<file path="src/rtl/uart_tx_buffered_if.sv">
// uart_tx_buffered_if: producer-side handshake and serial outputs of the buffered UART transmitter
//   TX_Data_in  word to send, sampled on an accepted TX_en
//   TX_en       write strobe
//   TX_Ready    holding buffer empty, a write is accepted this cycle
//   TX_Busy     a frame is on the line
//   TX_Data_out serial line, idle high
interface uart_tx_buffered_if #(
    parameter int WORD_SIZE = 8
);
    logic [WORD_SIZE-1:0] TX_Data_in;
    logic                 TX_en;
    logic                 TX_Ready;
    logic                 TX_Busy;
    logic                 TX_Data_out;
    modport master (output TX_Data_in, TX_en, input TX_Ready, TX_Busy, TX_Data_out);
    modport slave  (input TX_Data_in, TX_en, output TX_Ready, TX_Busy, TX_Data_out);
endinterface

</file>
<file path="src/rtl/uart_tx_buffered.sv">
// uart_tx_buffered: UART transmitter with baud counter, optional parity, 1-2 stop bits and a one-word holding buffer
//   clk      system clock
//   reset_b  synchronous active-low reset
//   bus      slave side of uart_tx_buffered_if (TX_Data_in, TX_en in; TX_Ready, TX_Busy, TX_Data_out out)
module uart_tx_buffered #(
    parameter int WORD_SIZE    = 8,
    parameter int CLKS_PER_BIT = 868,
    parameter int PARITY_EN    = 0,
    parameter int PARITY_ODD   = 0,
    parameter int STOP_BITS    = 1
) (
    input logic               clk,
    input logic               reset_b,
    uart_tx_buffered_if.slave bus
);
    localparam int BAUD_W = $clog2(CLKS_PER_BIT);
    localparam int BIT_W  = $clog2(WORD_SIZE + 1);

    typedef enum logic [2:0] {IDLE, START, DATA, PARITY, STOP} state_t;

    state_t               state, state_n;
    logic [BAUD_W-1:0]    baud_cnt, baud_n;
    logic [BIT_W-1:0]     bit_cnt, bit_n;
    logic [WORD_SIZE-1:0] shifter, shift_n, hold_data, hold_n;
    logic                 hold_valid, hv_n, par_q, par_n, line_q, line_n;
    logic                 baud_end, last_data, last_stop, load;

    assign baud_end  = baud_cnt == BAUD_W'(CLKS_PER_BIT - 1);
    assign last_data = bit_cnt == BIT_W'(WORD_SIZE - 1);
    assign last_stop = bit_cnt == BIT_W'(STOP_BITS - 1);
    // The held word goes out from idle, or straight after the final stop bit with no idle gap.
    assign load      = hold_valid && (state == IDLE || (state == STOP && baud_end && last_stop));

    assign bus.TX_Ready    = !hold_valid;
    assign bus.TX_Busy     = state != IDLE;
    assign bus.TX_Data_out = line_q;

    always_comb begin
        state_n = state;
        baud_n  = (state == IDLE || baud_end) ? '0 : baud_cnt + 1'b1;
        bit_n   = bit_cnt;
        shift_n = shifter;
        hold_n  = hold_data;
        hv_n    = hold_valid;
        par_n   = par_q;
        line_n  = line_q;
        case (state)
            START: if (baud_end) begin
                state_n = DATA;
                bit_n   = '0;
                line_n  = shifter[0];
            end
            DATA: if (baud_end) begin
                shift_n = shifter >> 1;
                if (last_data) begin
                    bit_n   = '0;
                    state_n = (PARITY_EN != 0) ? PARITY : STOP;
                    line_n  = (PARITY_EN != 0) ? par_q : 1'b1;
                end else begin
                    bit_n  = bit_cnt + 1'b1;
                    line_n = shifter[1];
                end
            end
            PARITY: if (baud_end) begin
                state_n = STOP;
                line_n  = 1'b1;
            end
            STOP: if (baud_end) begin
                bit_n = bit_cnt + 1'b1;
                if (last_stop) begin
                    state_n = IDLE;
                    line_n  = 1'b1;
                end
            end
            default: state_n = IDLE;
        endcase
        if (load) begin
            state_n = START;
            shift_n = hold_data;
            par_n   = (^hold_data) ^ 1'(PARITY_ODD);
            hv_n    = 1'b0;
            bit_n   = '0;
            line_n  = 1'b0;
        end
        // Accept only when empty; load requires a full buffer, so the two never coincide.
        if (bus.TX_en && !hold_valid) begin
            hv_n   = 1'b1;
            hold_n = bus.TX_Data_in;
        end
    end

    always_ff @(posedge clk) begin
        if (!reset_b) begin
            state      <= IDLE;
            baud_cnt   <= '0;
            bit_cnt    <= '0;
            shifter    <= '0;
            hold_data  <= '0;
            hold_valid <= 1'b0;
            par_q      <= 1'b0;
            line_q     <= 1'b1;
        end else begin
            state      <= state_n;
            baud_cnt   <= baud_n;
            bit_cnt    <= bit_n;
            shifter    <= shift_n;
            hold_data  <= hold_n;
            hold_valid <= hv_n;
            par_q      <= par_n;
            line_q     <= line_n;
        end
    end
endmodule

</file>
<file path="src/flat_wrapper.sv">
// flat-port wrapper written by rule: the top's interface ports become plain ports
module uart_tx_buffered_flat 
#(
    parameter int WORD_SIZE    = 8,
    parameter int CLKS_PER_BIT = 868,
    parameter int PARITY_EN    = 0,
    parameter int PARITY_ODD   = 0,
    parameter int STOP_BITS    = 1
)
  (clk, reset_b, bus_TX_Data_in, bus_TX_en, bus_TX_Ready, bus_TX_Busy, bus_TX_Data_out);
  uart_tx_buffered_if #(.WORD_SIZE(WORD_SIZE)) bus_i ();
  input logic clk;
  input logic reset_b;
  input wire logic [$bits(bus_i.TX_Data_in)-1:0] bus_TX_Data_in;
  input wire logic [$bits(bus_i.TX_en)-1:0] bus_TX_en;
  output wire logic [$bits(bus_i.TX_Ready)-1:0] bus_TX_Ready;
  output wire logic [$bits(bus_i.TX_Busy)-1:0] bus_TX_Busy;
  output wire logic [$bits(bus_i.TX_Data_out)-1:0] bus_TX_Data_out;
  assign bus_i.TX_Data_in = bus_TX_Data_in;
  assign bus_i.TX_en = bus_TX_en;
  assign bus_TX_Ready = bus_i.TX_Ready;
  assign bus_TX_Busy = bus_i.TX_Busy;
  assign bus_TX_Data_out = bus_i.TX_Data_out;
  uart_tx_buffered #(.WORD_SIZE(WORD_SIZE), .CLKS_PER_BIT(CLKS_PER_BIT), .PARITY_EN(PARITY_EN), .PARITY_ODD(PARITY_ODD), .STOP_BITS(STOP_BITS)) u_core (.clk(clk), .reset_b(reset_b), .bus(bus_i));
endmodule
</file>
<file path="config.mk">
export PLATFORM = sky130hd
export DESIGN_NAME = uart_tx_buffered_flat
export DESIGN_NICKNAME = d
export VERILOG_FILES = /design/src/rtl/uart_tx_buffered_if.sv /design/src/rtl/uart_tx_buffered.sv /design/src/flat_wrapper.sv
export SDC_FILE = /design/constraint.sdc
export NUM_CORES = 1
export LEC_CHECK = 0
export CORE_UTILIZATION = 50
export CTS_CLUSTER_SIZE = 16
export DETAILED_ROUTE_END_ITERATION = 16
export GPL_TIMING_DRIVEN = 0
export PLACE_DENSITY = 0.68
export SYNTH_ARGS = -nofsm -noshare
export SYNTH_HDL_FRONTEND = slang
export SYNTH_SLANG_ARGS = --single-unit
export TNS_END_PERCENT = 30
</file>
<file path="constraint.sdc">
create_clock -name clk -period 5 [get_ports clk]
set_clock_uncertainty 0.05 [all_clocks]
set_input_delay 1 -clock clk [delete_from_list [all_inputs] [get_ports clk]]
set_output_delay 1 -clock clk [all_outputs]
set_load 0.02 [all_outputs]
</file>
==> metrics.txt <==
outcome finished clean; # nets final 219; die area 0.00365 mm^2; Routed Antenna Nets 0; Filler Cell Count 281; Die Height 60.4 um; clock power share 0.408; Die X 60.4 um; Syn Area/Cell 9.22 um^2; setup violators final 0; drt total wl 3.33 mm; global route overflow 0; worst skew pair latency 0.32 ns; share of post-route cells with drive strength above 1 0.0728; Rows 20; HP Class reg2reg; placed insts 242; RSZ-0062 raised after global routing no; Design Area, Final 0.00199 mm^2; maxcap violations 0; internal power 0.000478 W; CTS tree done; post-synthesis sequential area ratio 0.411; synthesized area 0.00171 mm^2; Fin Setup TNS 0 ns; Slew @ Worst Pin 0.734 ns; leading post-synthesis cells by cell area dfxtp_1 (41%), mux2i_1 (9.4%), xnor2_1 (4.6%); Initial Util 0.541; GR Util All Layers 0.219; clock buffer depth 2; count of boundary I/O pins 14; fin crit period 2.97 ns; Num Clock Sinks 35; Synth warnings 0; final std cells w/o fill 250; area delta synth->final 16.8%; largest net degree at the start of global routing 12; number of inserted diodes 0; Clock transition at path regs 0.11 ns; hold_buf cts 0; detailed-route DRC error count 0; Num CTS Buffers 5; number of antenna violations at the first check in global routing 0; top-area cell type share of the netlist area 0.411; Cell Pwr Density 307 mW/mm^2; post-synthesis cell count 185; clk root buf clkbuf_4; final-report hold violation count 0; maximum vdd drop 0.000279 V; Slew Limit Fails 0; Max Freq 336 MHz; CORE AREA 0.00315 mm^2; Hold Slack 0.428 ns; setup bufs post-CTS 0; Net Count, Synth 199; Post-DP Area 0.00189 mm^2; slew margin rel. 0.507; synthesized flop and latch total 35; routed len/inst 13.3 um; CP arrival 1.92 ns; Pre-antenna DRT Iters 4; Seq pwr share 0.490; post-synth cell types 41; GPL Wtd Cong 0.823; Final Util 0.632; required time worst endpoint 3.95 ns; DR vias/cell 5.56; Pleak 0.715 nW; CTS HTree Levels 2; final period utilization 0.595; Crit Path Category reg2out; switching power 0.000133 W; vias 1390; PortBufs 13; Post-CTS Resized 0; combinational share of power 0.102; CP endpoint kind output pin; CP Launch Type flop; dpl hpwl 2.46 mm; first-pass GRT wire length 5.94 mm; Sw Share 0.218; drt first-iter violations 57; vias in the first global route 1297; Crit Path Max Fanout 10; cell taking the most area after synthesis dfxtp_1
critical path: stages (launching register included):
cell and delay [ns]:
dfxtp_1 0.43, clkbuf_1 0.35, or3_1 0.21, clkdlybuf4s50_1 0.61
power by group through the flow:
stage / Clock, W / Sequential [W] / Combinational, W
finish: 0.000249 / 0.000299 / 0.0000623
global route: 0.000272 / 0.000301 / 0.0000697
detailed placement: 0 / 0.000306 / 0.0000622
floorplan: 0 / 0.000304 / 0.0000405
CTS: 0.000256 / 0.000299 / 0.0000624
global placement: 0 / 0.000305 / 0.0000603
cell type report:
type,count,area [um^2],share of cell area
plain buffers,10,53.8,0.0270
clock buffers,6,41.3,0.0207
clock inverters,2,60.1,0.0302
inverters,7,26.3,0.0132
multi-input cells,133,925,0.464
flip-flops and latches,35,701,0.352
well taps,44,55.1,0.0276
repair buffers,13,130,0.0653
metrics by stage:
stage	total power, W	setup slack, ns
detailed placement	0.000368	2.41
finish	0.000611	2.03
CTS	0.000618	2.02
global placement	0.000366	2.44
floorplan	0.000345	2.98
global route	0.000642	1.92
Yosys cell counts, drive strengths merged:
master	number
o21ai	6
and4b	1
nor2	16
nand4b	1
nand3b	3
or2	1
or4	1
o21a	1
buf	2
nand4bb	1
xor2	2
xnor2	9
or3	1
o31ai	10
o41a	1
nor3	4
nor4b	1
nand2	4
a21oi	10
clkbuf	8
a211oi	4
and3	1
nor4	3
nand3	11
and4bb	1
mux2i	16
ha	3
dfxtp	35
inv	7
and3b	1
nor2b	10
o32a	1
a21boi	1
nor3b	1
or3b	3
o21bai	2
nand4	2
cell families (layout without fill, tap and decap cells):
kind of cell / after synthesis / after routing / synth area share
AOI/OAI and AO/OA: 36 / 36 / 0.141
xor gates and xnor gates: 11 / 11 / 0.0565
adders and majority gates: 3 / 3 / 0.0220
buffers and inverters: 17 / 38 / 0.0470
DFF: 35 / 35 / 0.411
muxes: 16 / 16 / 0.0939
and+or+nand+nor: 67 / 67 / 0.229
per-layer routing:
layer  global-route usage  share of wire  routed length, um  vias up
met5                    0              0                  0        -
met4               0.0797         0.0078                 26        0
met3               0.0469          0.034                113        5
met2                0.336           0.45               1490       23
met1                0.304           0.51               1700      653
li1                     -              -                  -      709
registers in the layout (all words and copies together), names as in the netlist:
| register | flops |
|---|---|
| u_core.baud_cnt | 10 |
| u_core.bit_cnt | 4 |
| u_core.bus.TX_Data_out | 1 |
| u_core.hold_data | 8 |
| u_core.hold_valid | 1 |
| u_core.shifter | 8 |
| u_core.state | 3 |
cell usage in the layout, fill, tap and decap left out, types with 2 or more instances in the layout:
| master | Yosys | routed |
|---|---|---|
| nor2_1 | 16 | 16 |
| clkbuf_4 | 0 | 5 |
| nor4_1 | 3 | 3 |
| o21ai_0 | 5 | 5 |
| nand3b_1 | 3 | 3 |
| nor3_1 | 4 | 4 |
| xnor2_1 | 9 | 9 |
| inv_1 | 7 | 7 |
| bufinv_16 | 0 | 2 |
| clkbuf_1 | 7 | 8 |
| a211oi_1 | 4 | 4 |
| ha_1 | 3 | 3 |
| nand4_1 | 2 | 2 |
| xor2_1 | 2 | 2 |
| nand2_1 | 4 | 4 |
| nor2b_1 | 10 | 10 |
| mux2i_1 | 16 | 16 |
| dfxtp_1 | 35 | 35 |
| a21oi_1 | 10 | 10 |
| buf_6 | 2 | 2 |
| nand3_1 | 11 | 11 |
| o31ai_1 | 10 | 10 |
| clkdlybuf4s50_1 | 0 | 13 |
| o21bai_1 | 2 | 2 |
final timing paths:
kind	start	to	slack (ns)	cells after the start
min reg2reg	u_core.hold_data[7]	u_core.shifter[7]	0.43	2
min	u_core.hold_data[7]	u_core.shifter[7]	0.43	2
max	u_core.state[2]	bus_TX_Busy	2.03	3
max reg2reg	u_core.bit_cnt[0]	u_core.bit_cnt[3]	2.71	7
No activity file was read; power rests on OpenSTA's default activity.
